==> src/rtl/cpu_pkg.sv <==
// Shared opcode, state and strobe definitions for the RISC CPU controller.
package cpu_pkg;

  localparam logic [2:0] OP_HLT  = 3'b000;
  localparam logic [2:0] OP_SKZ  = 3'b001;
  localparam logic [2:0] OP_ADD  = 3'b010;
  localparam logic [2:0] OP_ANDD = 3'b011;
  localparam logic [2:0] OP_XORR = 3'b100;
  localparam logic [2:0] OP_LDA  = 3'b101;
  localparam logic [2:0] OP_STO  = 3'b110;
  localparam logic [2:0] OP_JMP  = 3'b111;

  typedef enum logic [3:0] {
    ST_IDLE,
    ST_S0,
    ST_S1,
    ST_S2,
    ST_S3,
    ST_S4,
    ST_S5,
    ST_S6,
    ST_S7,
    ST_HALTED
  } state_e;

  typedef struct packed {
    logic load_ir;
    logic rd;
    logic wr;
    logic inc_pc;
    logic load_pc;
    logic load_acc;
    logic datactl_ena;
    logic halt;
  } ctrl_t;

  function automatic logic is_alu(input logic [2:0] op);
    return (op == OP_ADD) || (op == OP_ANDD) ||
           (op == OP_XORR) || (op == OP_LDA);
  endfunction

endpackage

==> src/rtl/cpu_ctrl_decode.sv <==
// Maps the state being entered, opcode and skip flag to the strobe set
// that the output registers capture.
module cpu_ctrl_decode
  import cpu_pkg::*;
(
  input  state_e      state_i,
  input  logic [2:0]  opcode_i,
  input  logic        skip_i,
  output ctrl_t       ctrl_o
);

  logic alu, sto, skz;

  always_comb begin
    alu    = is_alu(opcode_i);
    sto    = (opcode_i == OP_STO);
    skz    = (opcode_i == OP_SKZ);
    ctrl_o = '0;
    unique case (state_i)
      ST_S0, ST_S1: begin
        ctrl_o.load_ir = 1'b1;
        ctrl_o.rd      = 1'b1;
        ctrl_o.inc_pc  = 1'b1;
      end
      ST_S3: ctrl_o.halt = (opcode_i == OP_HLT);
      ST_S4: begin
        ctrl_o.load_pc     = (opcode_i == OP_JMP);
        ctrl_o.rd          = alu;
        ctrl_o.datactl_ena = sto;
      end
      ST_S5: begin
        ctrl_o.rd          = alu;
        ctrl_o.load_acc    = alu;
        ctrl_o.wr          = sto;
        ctrl_o.datactl_ena = sto;
        ctrl_o.inc_pc      = skz && skip_i;
      end
      // Bus stays driven one cycle past wr for hold time.
      ST_S6: ctrl_o.datactl_ena = sto;
      ST_S7: ctrl_o.inc_pc = skz && skip_i;
      ST_HALTED: ctrl_o.halt = 1'b1;
      default: ctrl_o = '0;
    endcase
  end

endmodule

==> src/rtl/cpu_controller.sv <==
// Instruction sequencer: state register, skip flag and registered strobes
// for fetch, execute and halt of the simple RISC CPU.
module cpu_controller
  import cpu_pkg::*;
(
  input  logic       clk,
  input  logic       rst_n,
  input  logic       ena,
  input  logic [2:0] opcode,
  input  logic       zero,
  output logic       load_ir,
  output logic       rd,
  output logic       wr,
  output logic       inc_pc,
  output logic       load_pc,
  output logic       load_acc,
  output logic       datactl_ena,
  output logic       halt
);

  state_e state_q, state_d;
  logic   skip_q, skip_d;
  ctrl_t  ctrl_q, ctrl_d;

  always_comb begin
    state_d = state_q;
    unique case (state_q)
      ST_IDLE:   state_d = ena ? ST_S0 : ST_IDLE;
      ST_S0:     state_d = ST_S1;
      ST_S1:     state_d = ST_S2;
      ST_S2:     state_d = ST_S3;
      ST_S3:     state_d = (opcode == OP_HLT) ? ST_HALTED : ST_S4;
      ST_S4:     state_d = ST_S5;
      ST_S5:     state_d = ST_S6;
      ST_S6:     state_d = ST_S7;
      ST_S7:     state_d = ena ? ST_S0 : ST_IDLE;
      ST_HALTED: state_d = ST_HALTED;
      default:   state_d = ST_IDLE;
    endcase
  end

  // zero is captured on the S4->S5 edge and feeds the S5 strobe directly.
  assign skip_d = (state_q == ST_S4) ? zero : skip_q;

  cpu_ctrl_decode u_decode (
    .state_i  (state_d),
    .opcode_i (opcode),
    .skip_i   (skip_d),
    .ctrl_o   (ctrl_d)
  );

  always_ff @(posedge clk or negedge rst_n) begin
    if (!rst_n) begin
      state_q <= ST_IDLE;
      skip_q  <= 1'b0;
      ctrl_q  <= '0;
    end else begin
      state_q <= state_d;
      skip_q  <= skip_d;
      ctrl_q  <= ctrl_d;
    end
  end

  assign load_ir     = ctrl_q.load_ir;
  assign rd          = ctrl_q.rd;
  assign wr          = ctrl_q.wr;
  assign inc_pc      = ctrl_q.inc_pc;
  assign load_pc     = ctrl_q.load_pc;
  assign load_acc    = ctrl_q.load_acc;
  assign datactl_ena = ctrl_q.datactl_ena;
  assign halt        = ctrl_q.halt;

endmodule

==> config.mk <==
export PLATFORM = sky130hd
export DESIGN_NAME = cpu_controller
export DESIGN_NICKNAME = d
export VERILOG_FILES = /design/src/rtl/cpu_pkg.sv /design/src/rtl/cpu_ctrl_decode.sv /design/src/rtl/cpu_controller.sv
export SDC_FILE = /design/constraint.sdc
export NUM_CORES = 1
export LEC_CHECK = 0
export CAP_MARGIN = 20
export CELL_PAD_IN_SITES_DETAIL_PLACEMENT = 1
export CELL_PAD_IN_SITES_GLOBAL_PLACEMENT = 2
export CORE_UTILIZATION = 28
export CTS_BUF_LIST = sky130_fd_sc_hd__clkbuf_4
export DETAILED_ROUTE_END_ITERATION = 10
export PLACE_DENSITY = 0.83
export SYNTH_ARGS = -nofsm -noshare
export SYNTH_HDL_FRONTEND = slang
export SYNTH_SLANG_ARGS = --single-unit
==> constraint.sdc <==
create_clock -name clk -period 1.3 [get_ports clk]
set_input_delay 0.325 -clock clk [delete_from_list [all_inputs] [get_ports clk]]
set_output_delay 0.325 -clock clk [all_outputs]
set_load 0.05 [all_outputs]
### Yosys cells after proc, flatten, opt, wreduce, memory -nomap -nowiden

Index checks and enable logic that the tools add are counted.

* flip-flop bits (word level): 13
* word-level logic and storage cells: 57

* equality and inequality tests: 24
* multiplexer cells: 12
* reductions and logical operators: 11

Operators with widths (count)
* case mux 4 bit (9 select lines): 1
* == test 4 x 3 -> 1 bit, second input constant: 8
* == test 4 bit, second input constant: 4
* == test 3 bit, second input constant: 4
* == test 4 x 2 -> 1 bit, second input constant: 3
* == test 4 x 1 -> 1 bit, second input constant: 2
* OR reduction 2 bit: 4
* two-way mux 1 bit: 7
* == test 3 x 2 -> 1 bit, second input constant: 2
* case mux 1 bit (2 select lines): 3
* zero test 4 bit: 1
* two-way mux 4 bit: 1
* == test 3 x 1 -> 1 bit, second input constant: 1
* zero test 3 bit: 1
* logical OR 1 bit: 3
* OR reduction 3 bit: 1
* logical AND 1 bit: 1

### Depth between registers and ports, before layout

Gate-level depths: netlist of run 1.

* depth in word-level cells: 6
* depth in mapped cells: 4
* mapped depth without buffers: 3

### Hierarchy

A second synthesis of run 1 with hierarchy kept.

* cells, all modules: 52
* area total of the unflattened synthesis: 618.1 µm²

Modules (own cells, without submodules)
* cpu_controller: times used 1, cells each 30, area an instance 471.7 µm², seq. area each 325.3 µm²
* cpu_ctrl_decode: times used 1, cells each 22, area an instance 146.4 µm², seq. area each 0.0 µm²

### Worst setup path before layout of run 1

No wires, ideal clock.

* kind: register -> register
* start point: register state_q[0]
* end point: register ctrl_q (netlist bit datactl_ena)
* data arrival time: 1263 ps
* data required time: 1179 ps
* path slack: -84 ps
* cell stages (with the launch flop): 4
* buffers on the path: 0
* period minus slack after synthesis: 1384 ps
* cells stage by stage: dfrtp_1 or4_1 a22o_1 and4b_1

RTL lines
* start: declaration: RTL line cpu_controller.sv:21 `state_e state_q, state_d;`
* start signal: assignment: RTL line cpu_controller.sv:58 `state_q <= state_d;`
* end signal: assignment: RTL line cpu_controller.sv:60 `ctrl_q <= ctrl_d;`
* end: declaration: RTL line cpu_controller.sv:23 `ctrl_t ctrl_q, ctrl_d;`

==> impl_summary.log, run 1 <==
[metrics] maximum number of pins on one net before global-route repair: 14
[metrics] critical path data required time: 1470 ps
[metrics] Num CTS Buffers: 3
[metrics] CTS sink count: 13
[metrics] number of cells in the finished layout apart from fillers: 114
[metrics] antenna violations before repair: 0
[metrics] RR Endpoint: datactl_ena
[metrics] port buffer count: 14
[metrics] Tot GR Track Use: 19.9%
[metrics] Crit Path Max Fanout: 2
[metrics] count of endpoints failing setup in the final report: 2
[metrics] violated checks: setup timing
[metrics] number of antenna repair diodes: 0
[metrics] predominant post-synthesis flop cell: sky130_fd_sc_hd__dfrtp_1
[metrics] number of levels the H-tree was split into: 1
[metrics] type of element launching the critical path: register
[metrics] # hold bufs at CTS: 0
[metrics] launch instance of the worst register-to-register path: state_q[0]
[metrics] cell area after placement: 957 um2
[metrics] Tightest Pin Transition: 305 ps
[metrics] arrival time reported for the critical path endpoint: 1510 ps
[metrics] cell taking the most area after synthesis: sky130_fd_sc_hd__dfrtp_1
[metrics] Final ANT Viol Nets: 0
[metrics] worst-case headroom to the max-slew limit: 79.5%
[metrics] status: complete, but fails checks
[metrics] Setup TNS Final: -44.7 ps
[metrics] final hold violation count: 0
[metrics] peak supply drop: 941 uV
[metrics] post-layout min period: 1340 ps
[metrics] Via Count: 591
[metrics] cell area power density: 2260 nW/um2
[metrics] worst clock skew on the final layout: 6.04 ps
[metrics] drt first-iter violations: 6
[metrics] Core Util, Final: 53.7%
[metrics] worst setup timing slack at the placement stage: -536 ps
[metrics] total number of nets in the final design: 95
[metrics] number of flip-flops and latches in the synthesized netlist: 13
[metrics] Max-cap violations: 0
[metrics] number of rows created at floorplan: 16
[metrics] number of enable-type register cells in the synthesized netlist: 0
[metrics] logic depth of the worst register-to-register path: 3
[metrics] chain of cells forming the critical path: or4_1 -> a22o_1 -> and4b_1
[metrics] GRT overflow: 0
[metrics] crit end category: register
[metrics] ys async rst share: 100%
[metrics] number of global-route vias before repair: 678
[metrics] class of the most critical setup path: register to register
[metrics] Critical Path Start: state_q[0]
[metrics] worst-skew pair later-pin latency: 280 ps
[metrics] area of the mapped netlist: 616 um2
[metrics] largest stage delay on the critical path: 410 ps
[metrics] area growth from synthesis to layout: 76.2%
[metrics] number of warning messages in the yosys log: 0
[metrics] number of top-level pins: 15
[metrics] Clk pin slew, worst setup/hold paths: 80 ps
[metrics] maximum root-to-sink buffer count: 2
[metrics] wire length of the first global-routing pass: 3.37 mm
[metrics] Die Y: 48.9 um
[metrics] weighted congestion reported at the end of routability-driven placement: 0.805
[metrics] portion of synthesized cell area occupied by the leading cell type: 52.8%
[metrics] Gate Count Post-Synth: 55
[metrics] post-route fraction of the period consumed by the critical path: 103%
[metrics] summed area of non-filler cells in the final layout: 1080 um2
[metrics] top post-synthesis cells by area: sky130_fd_sc_hd__dfrtp_1, sky130_fd_sc_hd__nor2b_1, sky130_fd_sc_hd__xor2_1
[metrics] Seq/Total Area, Yosys: 52.8%
[metrics] drt via density: 5.18
[metrics] Avg Cell Area, Syn: 11.2 um2
[metrics] worst hold margin: 348 ps
[metrics] setup ws final: -38.6 ps
[metrics] Achievable Freq: 747 MHz
[metrics] post-synth cell types: 28
[metrics] area of the placeable core: 2020 um2
[metrics] total DRC errors in the routed layout: 0
[metrics] total instance count after detailed placement: 107
[metrics] standard cell with the maximum stage delay on the critical path: sky130_fd_sc_hd__or4_1
[metrics] Wirelength per Cell: 18.8 um
[metrics] final total power: 2.46 mW
[metrics] clock root buffer master: sky130_fd_sc_hd__clkbuf_4
[metrics] worst setup slack for register-to-register paths: -40 ps
[metrics] DIE AREA: 2390 um2
[metrics] fraction of final layout cells with drive strength greater than 1: 50.6%
[metrics] final slew viol count: 0
[metrics] DR pass1 iterations: 4
[metrics] CTS tree: yes
[metrics] Initial Utilization: 30.4%
[metrics] Final Routed Wirelength: 2.14 mm
[metrics] floorplan die width: 48.9 um
[metrics] Hold/Removal Path Class: input port to async pin
[metrics] sum of net half-perimeters after detailed placement: 1.49 mm
[metrics] post-synthesis net count: 62
[metrics] leakage power figure: 0.474 nW
[metrics] setup repair after global routing missed its margin: true
[layout by cell type (no fill, tap or decap), types with 3 or more instances in the layout]
cell	count
sky130_fd_sc_hd__dlygate4sd2_1	3
sky130_fd_sc_hd__clkbuf_4	4
sky130_fd_sc_hd__dfrtp_1	12
sky130_fd_sc_hd__nor2b_1	3
sky130_fd_sc_hd__buf_12	8
sky130_fd_sc_hd__clkdlybuf4s50_1	3
sky130_fd_sc_hd__nor2_1	4
sky130_fd_sc_hd__buf_4	18
[power by group]
part / leakage, nW / internal, mW / switching [mW]
registers: 0.168 / 0.542 / 0.130
logic: 0.287 / 0.774 / 0.738
clock network: 0.0184 / 0.140 / 0.133
total: 0.474 / 1.46 / 1.00
[critical path: cells and delay by family (launching register included)]
kind | cells | cell delay, ps
AOI/OAI and AO/OA | 1 | 240
DFF | 1 | 400
and+or+nand+nor | 2 | 590
[sequential cells by signal, summed over array words and instances (netlist names)]
name / count
wr: 1
load_pc: 1
state_q: 4
inc_pc: 1
skip_q: 1
halt: 1
datactl_ena: 1
load_acc: 1
load_ir: 1
rd: 1
[Yosys cell counts (all sizes together) (2+ instances only)]
cell   instances
a21oi          2
buf            4
dfrtp         13
nor2           4
nor2b          6
nor4           2
o21ai          3
or2            2
xor2           2
[timing repair]
action / in CTS / in global routing
endpoints found under the hold margin: 0 / 0
resized for setup: 6 / 14
buffers inserted: 3 / 0
setup endpoints to repair: 6 / 11
pin swaps: 2 / 1
[final cells by class]
type | instances | area [um2]
Multi-Input combinational cell | 38 | 343
Clock buffer | 4 | 30.0
Fill cell | 218 | 937
Timing Repair Buffer | 32 | 352
Sequential cell | 13 | 327
Tap cell | 27 | 33.8
[metal layers]
| layer | part of all wire [%] | global-route usage [%] |
|---|---|---|
| met4 | 3.3 | 10.3 |
| met5 | 0 | 0 |
| met1 | 35 | 19.0 |
| met3 | 4.8 | 4.05 |
| met2 | 57 | 39.4 |
[cell families after synthesis]
group                  share of synthesized area, %
flip-flops                                     52.8
multiplexers                                   1.83
buffers and inverters                          4.06
XOR/XNOR                                       4.27
AO/OA/AOI/OAI                                  10.8
AND/OR/NAND/NOR                                26.2
[worst max-delay path by stage]
stage	endpoint	depth (start not counted)
after global routing	datactl_ena	4
after detailed placement	datactl_ena	4
after global placement	datactl_ena	4
final	datactl_ena	3
after CTS	datactl_ena	3
after floorplan	datactl_ena	3
(Power assumes the default switching activity.)
==> run 2: changes to the inputs <==
--- a/config.mk
+++ b/config.mk
@@ -8,10 +8,11 @@
 export CAP_MARGIN = 20
 export CELL_PAD_IN_SITES_DETAIL_PLACEMENT = 1
 export CELL_PAD_IN_SITES_GLOBAL_PLACEMENT = 2
-export CORE_UTILIZATION = 28
+export CORE_UTILIZATION = 24
 export CTS_BUF_LIST = sky130_fd_sc_hd__clkbuf_4
+export CTS_CLUSTER_DIAMETER = 60
 export DETAILED_ROUTE_END_ITERATION = 10
-export PLACE_DENSITY = 0.83
+export PLACE_DENSITY_LB_ADDON = 0.1
 export SYNTH_ARGS = -nofsm -noshare
 export SYNTH_HDL_FRONTEND = slang
 export SYNTH_SLANG_ARGS = --single-unit
==> run 2 against run 1 <==
The run still ends with setup timing left. Sequential share of layout area increased by 1.6 points. Largest power group unchanged. Core utilization decreased by 9.2 points. Design area decreased by 5.1%. Clock skew increased by 1.7 ps. Clock power increased by 2%. Via count decreased by 5.6%. Critical path type unchanged. Global-route usage decreased by 6.5 points.
==> impl_summary.log, run 2 (synthesized netlist as in run 1, its figures left out) <==
[metrics] number of antenna repair diodes: 0
[metrics] fraction of final layout cells with drive strength greater than 1: 44.7%
[metrics] status: complete, but fails checks
[metrics] portion of total power attributed to sequential cells: 30.0%
[metrics] DR pass1 iterations: 4
[metrics] Core Util, Final: 44.4%
[metrics] drt first-iter violations: 4
[metrics] Max-cap violations: 0
[metrics] wire length of the first global-routing pass: 2.55 mm
[metrics] area growth from synthesis to layout: 67.3%
[metrics] arrival time reported for the critical path endpoint: 1510 ps
[metrics] Num CTS Buffers: 3
[metrics] logic depth of the worst register-to-register path: 3
[metrics] launch instance of the worst register-to-register path: state_q[0]
[metrics] crit end category: register
[metrics] Initial Utilization: 26.6%
[metrics] total instance count after detailed placement: 107
[metrics] port buffer count: 14
[metrics] CTS tree: yes
[metrics] Crit Path Max Fanout: 5
[metrics] Final Routed Wirelength: 1.68 mm
[metrics] CTS sink count: 13
[metrics] Tightest Pin Transition: 303 ps
[metrics] combinational group share of total power: 57.4%
[metrics] most used cells in the layout excluding fill and tap cells: sky130_fd_sc_hd__buf_4, sky130_fd_sc_hd__dfrtp_1, sky130_fd_sc_hd__buf_12, sky130_fd_sc_hd__nor2_1, sky130_fd_sc_hd__clkbuf_4
[metrics] number of top-level pins: 15
[metrics] worst-skew pair later-pin latency: 280 ps
[metrics] worst clock skew on the final layout: 7.71 ps
[metrics] setup repair after global routing missed its margin: true
[metrics] clock root buffer master: sky130_fd_sc_hd__clkbuf_4
[metrics] Wirelength per Cell: 14.9 um
[metrics] summed area of non-filler cells in the final layout: 1030 um2
[metrics] Tot GR Track Use: 13.4%
[metrics] cell area power density: 2140 nW/um2
[metrics] total number of nets in the final design: 93
[metrics] share of power burned in the clock network: 12.6%
[metrics] leakage power figure: 0.449 nW
[metrics] number of levels the H-tree was split into: 1
[metrics] critical path data required time: 1470 ps
[metrics] cell area after placement: 951 um2
[metrics] antenna violations before repair: 0
[metrics] weighted congestion reported at the end of routability-driven placement: 0.731
[metrics] maximum number of pins on one net before global-route repair: 14
[metrics] GRT overflow: 0
[metrics] final hold violation count: 0
[metrics] Via Count: 558
[metrics] drt via density: 4.94
[metrics] floorplan die width: 52.6 um
[metrics] Biggest register: state_q
[metrics] Clk pin slew, worst setup/hold paths: 90 ps
[metrics] worst-case headroom to the max-slew limit: 79.7%
[metrics] total DRC errors in the routed layout: 0
[metrics] Internal: 1.31 mW
[metrics] DIE AREA: 2770 um2
[metrics] number of cells in the finished layout apart from fillers: 113
[metrics] Final ANT Viol Nets: 0
[metrics] Achievable Freq: 750 MHz
[metrics] final slew viol count: 0
[metrics] RR Endpoint: datactl_ena
[metrics] number of flip-flops in the largest register: 4
[metrics] peak supply drop: 774 uV
[metrics] net switching share of the total power: 40.6%
[metrics] leading cell type in the layout, fill and taps excluded: sky130_fd_sc_hd__buf_4
[metrics] # hold bufs at CTS: 0
[metrics] setup ws final: -34.2 ps
[metrics] Hold/Removal Path Class: input port to async pin
[metrics] maximum root-to-sink buffer count: 2
[metrics] post-layout min period: 1330 ps
[metrics] Die Y: 52.6 um
[metrics] type of element launching the critical path: register
[metrics] violated checks: setup timing
[metrics] post-route fraction of the period consumed by the critical path: 103%
[metrics] number of rows created at floorplan: 17
[metrics] count of endpoints failing setup in the final report: 1
[metrics] class of the most critical setup path: register to register
[metrics] number of global-route vias before repair: 544
[metrics] net switching power: 895 uW
[metrics] worst setup slack for register-to-register paths: -30 ps
[metrics] area of the placeable core: 2320 um2
[metrics] sum of net half-perimeters after detailed placement: 1.28 mm
==> run 2: metal layers <==
| layer | global-route usage, % | share of wire, % | vias to the layer above |
|---|---|---|---|
| met4 | 7.89 | 1.6 | 0 |
| li1 | - | - | 262 |
| met2 | 22.2 | 52 | 17 |
| met1 | 16.3 | 44 | 275 |
| met5 | 0 | 0 | - |
| met3 | 1.74 | 2.6 | 4 |
==> run 2: area by class of cell <==
type	count	area [um2]
fill	261	1290
multi-input combinational	38	304
sequential	13	327
timing repair buffer	30	334
clock buffer	4	30.0
tap	28	35.0
==> run 2: repair_timing <==
item | in CTS | in global routing
resized for setup | 5 | 9
pin swaps | 2 | 3
endpoints found under the setup margin | 6 | 6
setup buffers | 0 | 2
==> run 2: critical path, cell delays in order, from the launching register on <==
cell                      delay [ps]
sky130_fd_sc_hd__dfrtp_1         430
sky130_fd_sc_hd__or4_1           410
sky130_fd_sc_hd__a22o_1          230
sky130_fd_sc_hd__and4b_1         170
==> run 2: stage by stage <==
stage	power, mW	TNS, ps	hold WS [ps]	setup WS (ps)
floorplan	1.30	-46.5	29.4	-46.5
global placement	1.81	-2900	500	-518
detailed placement	1.82	-3060	499	-551
CTS	2.11	-63.6	349	-45.7
global route	2.35	-92.4	348	-92.4
finish	2.20	-34.2	346	-34.2
==> run 2: worst max-delay path by stage <==
stage | startpoint | endpoint | slack (ps) | depth (start not counted)
5_1_grt | state_q[0] | datactl_ena | -90 | 3
3_5_place_dp | opcode[0] | datactl_ena | -550 | 4
3_3_place_gp | opcode[0] | datactl_ena | -520 | 4
4_1_cts | state_q[0] | datactl_ena | -50 | 3
2_1_floorplan | opcode[0] | datactl_ena | -50 | 3
6_report | state_q[0] | datactl_ena | -30 | 3
==> run 2: power groups by stage <==
stage,sequential (mW),clock [mW],combinational (mW)
floorplan,0.769,0,0.535
global placement,0.676,0,1.13
detailed placement,0.677,0,1.14
CTS,0.670,0.289,1.15
global route,0.677,0.315,1.36
finish,0.662,0.278,1.27
==> run 3: changes to the inputs <==
--- a/config.mk
+++ b/config.mk
@@ -12,6 +12,7 @@
 export CTS_BUF_LIST = sky130_fd_sc_hd__clkbuf_4
 export CTS_CLUSTER_DIAMETER = 60
 export DETAILED_ROUTE_END_ITERATION = 10
+export DONT_BUFFER_PORTS = 1
 export PLACE_DENSITY_LB_ADDON = 0.1
 export SYNTH_ARGS = -nofsm -noshare
 export SYNTH_HDL_FRONTEND = slang
==> run 3 against run 2 <==
The run still ends with setup timing left. Die area stayed put. Design area down 25%. Sequential cell count unchanged. Total power down 13%. Via count shrank 17%. Clock-buffer cell count unchanged. Routed wire length down 12%. First-iteration DRC count is the same. Highest routed layer unchanged.
==> impl_summary.log, run 3 (synthesized netlist as in run 1, its figures left out) <==
[metrics] status: complete, but fails checks
[metrics] violated checks: setup timing
[metrics] worst clock skew on the final layout: 2.71 ps
[metrics] Die Y: 52.6 um
[metrics] sum of net half-perimeters after detailed placement: 1.15 mm
[metrics] number of levels the H-tree was split into: 1
[metrics] most used cells in the layout excluding fill and tap cells: sky130_fd_sc_hd__dfrtp_1, sky130_fd_sc_hd__buf_4, sky130_fd_sc_hd__nor2b_1, sky130_fd_sc_hd__nor2_1, sky130_fd_sc_hd__clkbuf_4
[metrics] worst-skew pair later-pin latency: 260 ps
[metrics] fraction of final layout cells with drive strength greater than 1: 32.3%
[metrics] number of global-route vias before repair: 520
[metrics] leakage power figure: 0.325 nW
[metrics] critical path data required time: 1460 ps
[metrics] maximum number of pins on one net before global-route repair: 14
[metrics] antenna violations before repair: 0
[metrics] worst hold margin: 211 ps
[metrics] CTS tree: yes
[metrics] total DRC errors in the routed layout: 0
[metrics] arrival time reported for the critical path endpoint: 1480 ps
[metrics] maximum root-to-sink buffer count: 2
[metrics] number of top-level pins: 15
[metrics] Hold/Removal Path Class: input port to register
[metrics] total number of nets in the final design: 73
[metrics] number of rows created at floorplan: 17
[metrics] worst-case headroom to the max-slew limit: 60.9%
[metrics] drt via density: 4.98
[metrics] chain of cells forming the critical path: or4_1 -> a22o_1 -> and4b_1
[metrics] total instance count after detailed placement: 86
[metrics] Biggest register: state_q
[metrics] setup ws final: -25.4 ps
[metrics] area growth from synthesis to layout: 24.8%
[metrics] wire length of the first global-routing pass: 2.42 mm
[metrics] drt first-iter violations: 4
[metrics] Wirelength per Cell: 16.0 um
[metrics] weighted congestion reported at the end of routability-driven placement: 0.914
[metrics] setup repair after global routing missed its margin: true
[metrics] area used by sequential logic in the layout: 328 um2
[metrics] floorplan die width: 52.6 um
[metrics] GRT overflow: 0
[metrics] standard cell with the maximum stage delay on the critical path: sky130_fd_sc_hd__dfrtp_1
[metrics] Crit Path Max Fanout: 3
[metrics] class of the most critical setup path: register to register
[metrics] CTS sink count: 13
[metrics] post-layout min period: 1330 ps
[metrics] cell area power density: 2510 nW/um2
[metrics] area of the placeable core: 2320 um2
[metrics] Initial Utilization: 26.6%
[metrics] post-route fraction of the period consumed by the critical path: 102%
[metrics] number of flip-flops in the largest register: 4
[metrics] number of cells in the finished layout apart from fillers: 93
[metrics] Final Routed Wirelength: 1.49 mm
[metrics] type of element launching the critical path: register
[metrics] final hold violation count: 0
[metrics] Via Count: 463
[metrics] final slew viol count: 0
[metrics] crit end category: register
[metrics] DIE AREA: 2770 um2
[metrics] leading cell type in the layout, fill and taps excluded: sky130_fd_sc_hd__dfrtp_1
[metrics] multi-input gate area in the final layout: 298 um2
[metrics] number of antenna repair diodes: 0
[metrics] port buffer count: 0
[metrics] Achievable Freq: 754 MHz
[metrics] count of endpoints failing setup in the final report: 1
[metrics] peak supply drop: 825 uV
[metrics] Final ANT Viol Nets: 0
[metrics] Clk pin slew, worst setup/hold paths: 80 ps
[metrics] Num CTS Buffers: 3
[metrics] number of fill cells in the layout: 262
[metrics] Tot GR Track Use: 12.7%
[metrics] Max-cap violations: 0
[metrics] Tightest Pin Transition: 585 ps
[metrics] DR pass1 iterations: 4
[metrics] largest stage delay on the critical path: 410 ps
[metrics] clock root buffer master: sky130_fd_sc_hd__clkbuf_4
-- run 3: changes by cell type in the layout (fill, tap and decap cells not counted), moves of 2 or more --
cell and change:
sky130_fd_sc_hd__nor4_2 +2, sky130_fd_sc_hd__nor2b_2 -2, sky130_fd_sc_hd__buf_4 -6, sky130_fd_sc_hd__nor2b_1 +3, sky130_fd_sc_hd__clkdlybuf4s50_1 -3, sky130_fd_sc_hd__buf_12 -8
sky130_fd_sc_hd__dlygate4sd2_1 -3
-- run 3: final cells by class --
| type | instances | area share, % |
|---|---|---|
| Timing Repair Buffer | 10 | 10.1 |
| Multi-Input combinational cell | 38 | 38.8 |
| Clock buffer | 4 | 3.91 |
| Tap cell | 28 | 4.56 |
| Sequential cell | 13 | 42.7 |
-- run 3: through the flow --
stage / area (um2) / worst slack, ps / setup TNS (ps) / power, mW / util (%)
3_3_place_gp: 678 / -83.1 / -96.8 / 1.50 / 29.2
3_5_place_dp: 678 / -87.2 / -110 / 1.53 / 29.2
5_1_grt: 768 / -45.0 / -79.7 / 2.05 / 33.1
6_report: 768 / -25.4 / -25.4 / 1.93 / 33.1
4_1_cts: 741 / -19.4 / -19.4 / 1.87 / 31.9
2_1_floorplan: 616 / -46.5 / -46.5 / 1.30 / -
-- run 3: worst max-delay path, delay by kind of cell (launching register included) --
family / cells / cell delay [ps]
and+or+nand+nor: 2 / 580
DFF: 1 / 410
AOI/OAI and AO/OA: 1 / 240
-- run 3: path summary, 6_finish.rpt --
check / start / end / slack (ps) / depth (start not counted)
worst max-delay path: state_q[0] / datactl_ena / -30 / 3
worst min-delay path: opcode[2] / load_pc / 210 / 2
worst max register to register: state_q[0] / datactl_ena / -30 / 3
worst min register to register: state_q[3] / state_q[1] / 460 / 1
max in group asynchronous: rst_n / state_q[2] / 390 / 1
min in group asynchronous: rst_n / state_q[3] / 490 / 1
-- run 3: power by group --
part | switching (mW) | leakage, nW | internal [mW]
Sequential | 0.319 | 0.167 | 0.541
Combinational | 0.383 | 0.139 | 0.425
Clock | 0.120 | 0.0184 | 0.139
Total | 0.821 | 0.325 | 1.11
-- run 3: metal layers --
metal	vias to the layer above	wire length, um	global-route usage, %
li1	216	-	-
met3	2	42	1.74
met5	-	0	0
met2	8	776	21.7
met4	0	27	9.21
met1	237	639	14.1
-- run 3: repair_timing --
action,in CTS,in global routing
gates cloned,0,0
pin swaps,1,0
hold buffers,1,0
setup endpoints to repair,3,5
resized for setup,4,4
setup buffers,0,2
hold endpoints to repair,13,0
==> patch: new RTL, flow settings as in run 3 <==
Register the inputs `ena`, `opcode` and `zero` before use, cleared by the reset. The logic sees them one clock later.
--- a/src/rtl/cpu_controller.sv
+++ b/src/rtl/cpu_controller.sv
@@ -19,4 +19,20 @@
 );
 
+  logic ena_q;
+  logic [2:0] opcode_q;
+  logic zero_q;
+
+  always_ff @(posedge clk or negedge rst_n) begin
+    if (!rst_n) begin
+      ena_q    <= '0;
+      opcode_q <= '0;
+      zero_q   <= '0;
+    end else begin
+      ena_q    <= ena;
+      opcode_q <= opcode;
+      zero_q   <= zero;
+    end
+  end
+
   state_e state_q, state_d;
   logic   skip_q, skip_d;
@@ -26,13 +42,13 @@
     state_d = state_q;
     unique case (state_q)
-      ST_IDLE:   state_d = ena ? ST_S0 : ST_IDLE;
+      ST_IDLE:   state_d = ena_q ? ST_S0 : ST_IDLE;
       ST_S0:     state_d = ST_S1;
       ST_S1:     state_d = ST_S2;
       ST_S2:     state_d = ST_S3;
-      ST_S3:     state_d = (opcode == OP_HLT) ? ST_HALTED : ST_S4;
+      ST_S3:     state_d = (opcode_q == OP_HLT) ? ST_HALTED : ST_S4;
       ST_S4:     state_d = ST_S5;
       ST_S5:     state_d = ST_S6;
       ST_S6:     state_d = ST_S7;
-      ST_S7:     state_d = ena ? ST_S0 : ST_IDLE;
+      ST_S7:     state_d = ena_q ? ST_S0 : ST_IDLE;
       ST_HALTED: state_d = ST_HALTED;
       default:   state_d = ST_IDLE;
@@ -41,9 +57,9 @@
 
   // zero is captured on the S4->S5 edge and feeds the S5 strobe directly.
-  assign skip_d = (state_q == ST_S4) ? zero : skip_q;
+  assign skip_d = (state_q == ST_S4) ? zero_q : skip_q;
 
   cpu_ctrl_decode u_decode (
     .state_i  (state_d),
-    .opcode_i (opcode),
+    .opcode_i (opcode_q),
     .skip_i   (skip_d),
     .ctrl_o   (ctrl_d)
Behaviour: not the same (Yosys sat finds a counterexample within 4 cycles, from zero or initial values and one cycle with rst_n low).
==> patch against run 3 <==
- highest routed layer unchanged
- largest power group unchanged
- synthesized cell count grew 11%
- non-clock buffer count is 10 higher
- total power increased by 19%
- the run ends with design-rule violations, negative setup slack left
- design area grew 29%
- synthesized area grew 21%
- routed wire length grew 19%
- count of clock-buffer cells in the layout down 1
- clock skew down 0.90 ps
- combinational power rose by 16%
- via count up 18%
- setup slack lost 11 ps
- sequential cell count grew 5
==> patch: results (changes against run 3) <==
STA
  • Worst clock skew on the final layout: 1.81 ps (-0.903 ps)
  • Smallest setup slack after layout: -36.6 ps (-11.2 ps)
  • Final count of negative-setup-slack endpoints: 2 (+1)
  • WHS: 48.5 ps (-162 ps)
  • Tightest Pin Transition: 822 ps (+237 ps)

Pwr
  • Worst-case vdd ir drop: 0.897 mV (+8.7%)
  • Power Dens Cells: 2300 nW/µm² (-8.1%)
  • Pleak: 0.433 nW (+33%)

Global route
  • Maximum number of pins on one net before global-route repair: 19 (+5)
  • Global-route track usage on met1: 16.2% (+2.0 points)
  • Via count of the first global-routing pass: 614 (+18%)
  • Global-route met2 utilization: 21.4% (-0.30 points)
  • Global router's overall resource usage: 12.9% (+0.24 points)
  • Global routing met3 resource utilization: 4.69% (+2.9 points)

Logic synthesis
  • Flip-flop and latch count after synthesis: 18 (+5)
  • Top cells by count, synth: sky130_fd_sc_hd__dfrtp_1, sky130_fd_sc_hd__nor2_1, sky130_fd_sc_hd__nor2b_1, sky130_fd_sc_hd__nor4_1
  • Number of cells produced by synthesis: 61 (+11%)
  • Post-Synthesis Net Count: 68 (+9.7%)

Cells and area
  • Fraction of standard cell area that is sequential: 45.9% (+3.2 points)
  • Layout fillers: 320 (+22%)
  • Number of non-filler instances in the completed layout: 112 (+20%)
  • Multi-Input Combinational: 39 (+2.6%)
  • Multi-input gate share of the layout cell area: 31.5% (-7.2 points)
  • Clock network area share: 2.65% (-1.3 points)
  • Layout cell share with drive strength beyond 1: 44.4% (+12 points)
  • Signal buffers: 20 (+10)
  • Buffering overhead: 16.0% (+5.9 points)

Outcome
  • Result of the run: complete, but fails checks
  • Violated checks: design-rule violations, negative setup slack

Placed design
  • Final estimated routing congestion in global placement: 0.683 (-25%)
  • Placement-stage worst setup slack: -70.2 ps (+17.0 ps)
  • Area of placed instances: 880 µm² (+30%)
  • Sum of net half-perimeters after detailed placement: 1.27 mm (+11%)

Critical path
  • Max Fanout on Critical Path: 6 (+3)
  • Number of cells on the worst reg-to-reg path: 4 (+1)
  • Crit path arrival time: 1540 ps (+60 ps)
  • Capture instance of the worst register-to-register path: halt
  • End point of the critical path: halt

Detailed routing
  • Number of design-rule violations left by the first detailed-router iteration: 10 (+6)
  • Detailed-routed wire length on met2: 866 µm (+12%)
  • Amount of wire on met3 after detailed routing: 76 µm (+81%)
  • Number of design rule violations left after detail routing: 1 (+1)

Clocking
  • Total setup buffers inserted after CTS: 3 (+3)
  • Count of instances resized after the clock tree is built: 5 (+1)
  • Skew-Pair Late Insertion Delay: 290 ps (+30 ps)

Worst hold path
  • Worst hold path stage count: 0 (-2)
  • Startpoint of the lowest-slack hold path: ena

Floorplanning
  • Area enclosed by the die boundary: 3340 µm² (+21%)
-- patch: cell types whose count changed after synthesis, sizes merged, moves of 2 or more --
cell	before	now
nand3b	0	2
nor2b	6	4
nand2	1	3
nor4	2	4
dfrtp	13	18
-- patch: power by group --
| group | internal (mW) | switching, mW |
|---|---|---|
| clock network | 0.112 | 0.175 |
| logic | 0.530 | 0.410 |
| registers | 0.709 | 0.351 |
| total | 1.35 | 0.935 |
-- patch: cell families (layout without fill, tap and decap cells) --
family                    after synthesis  count (layout)  synth area share [%]
and+or+nand+nor                        25              25                  21.9
DFF                                    18              18                  60.3
AOI/OAI and AO/OA                      10              10                  10.2
buffers and inverters                   4              24                  2.51
xor gates and xnor gates                3               3                  3.52
muxes                                   1               1                  1.51
-- patch: worst max-delay path: stages (launching register included) --
cell                      delay, ps
sky130_fd_sc_hd__dfrtp_2        490
sky130_fd_sc_hd__buf_6          150
sky130_fd_sc_hd__or3b_1         350
sky130_fd_sc_hd__o22a_1         190
sky130_fd_sc_hd__o31ai_2         70
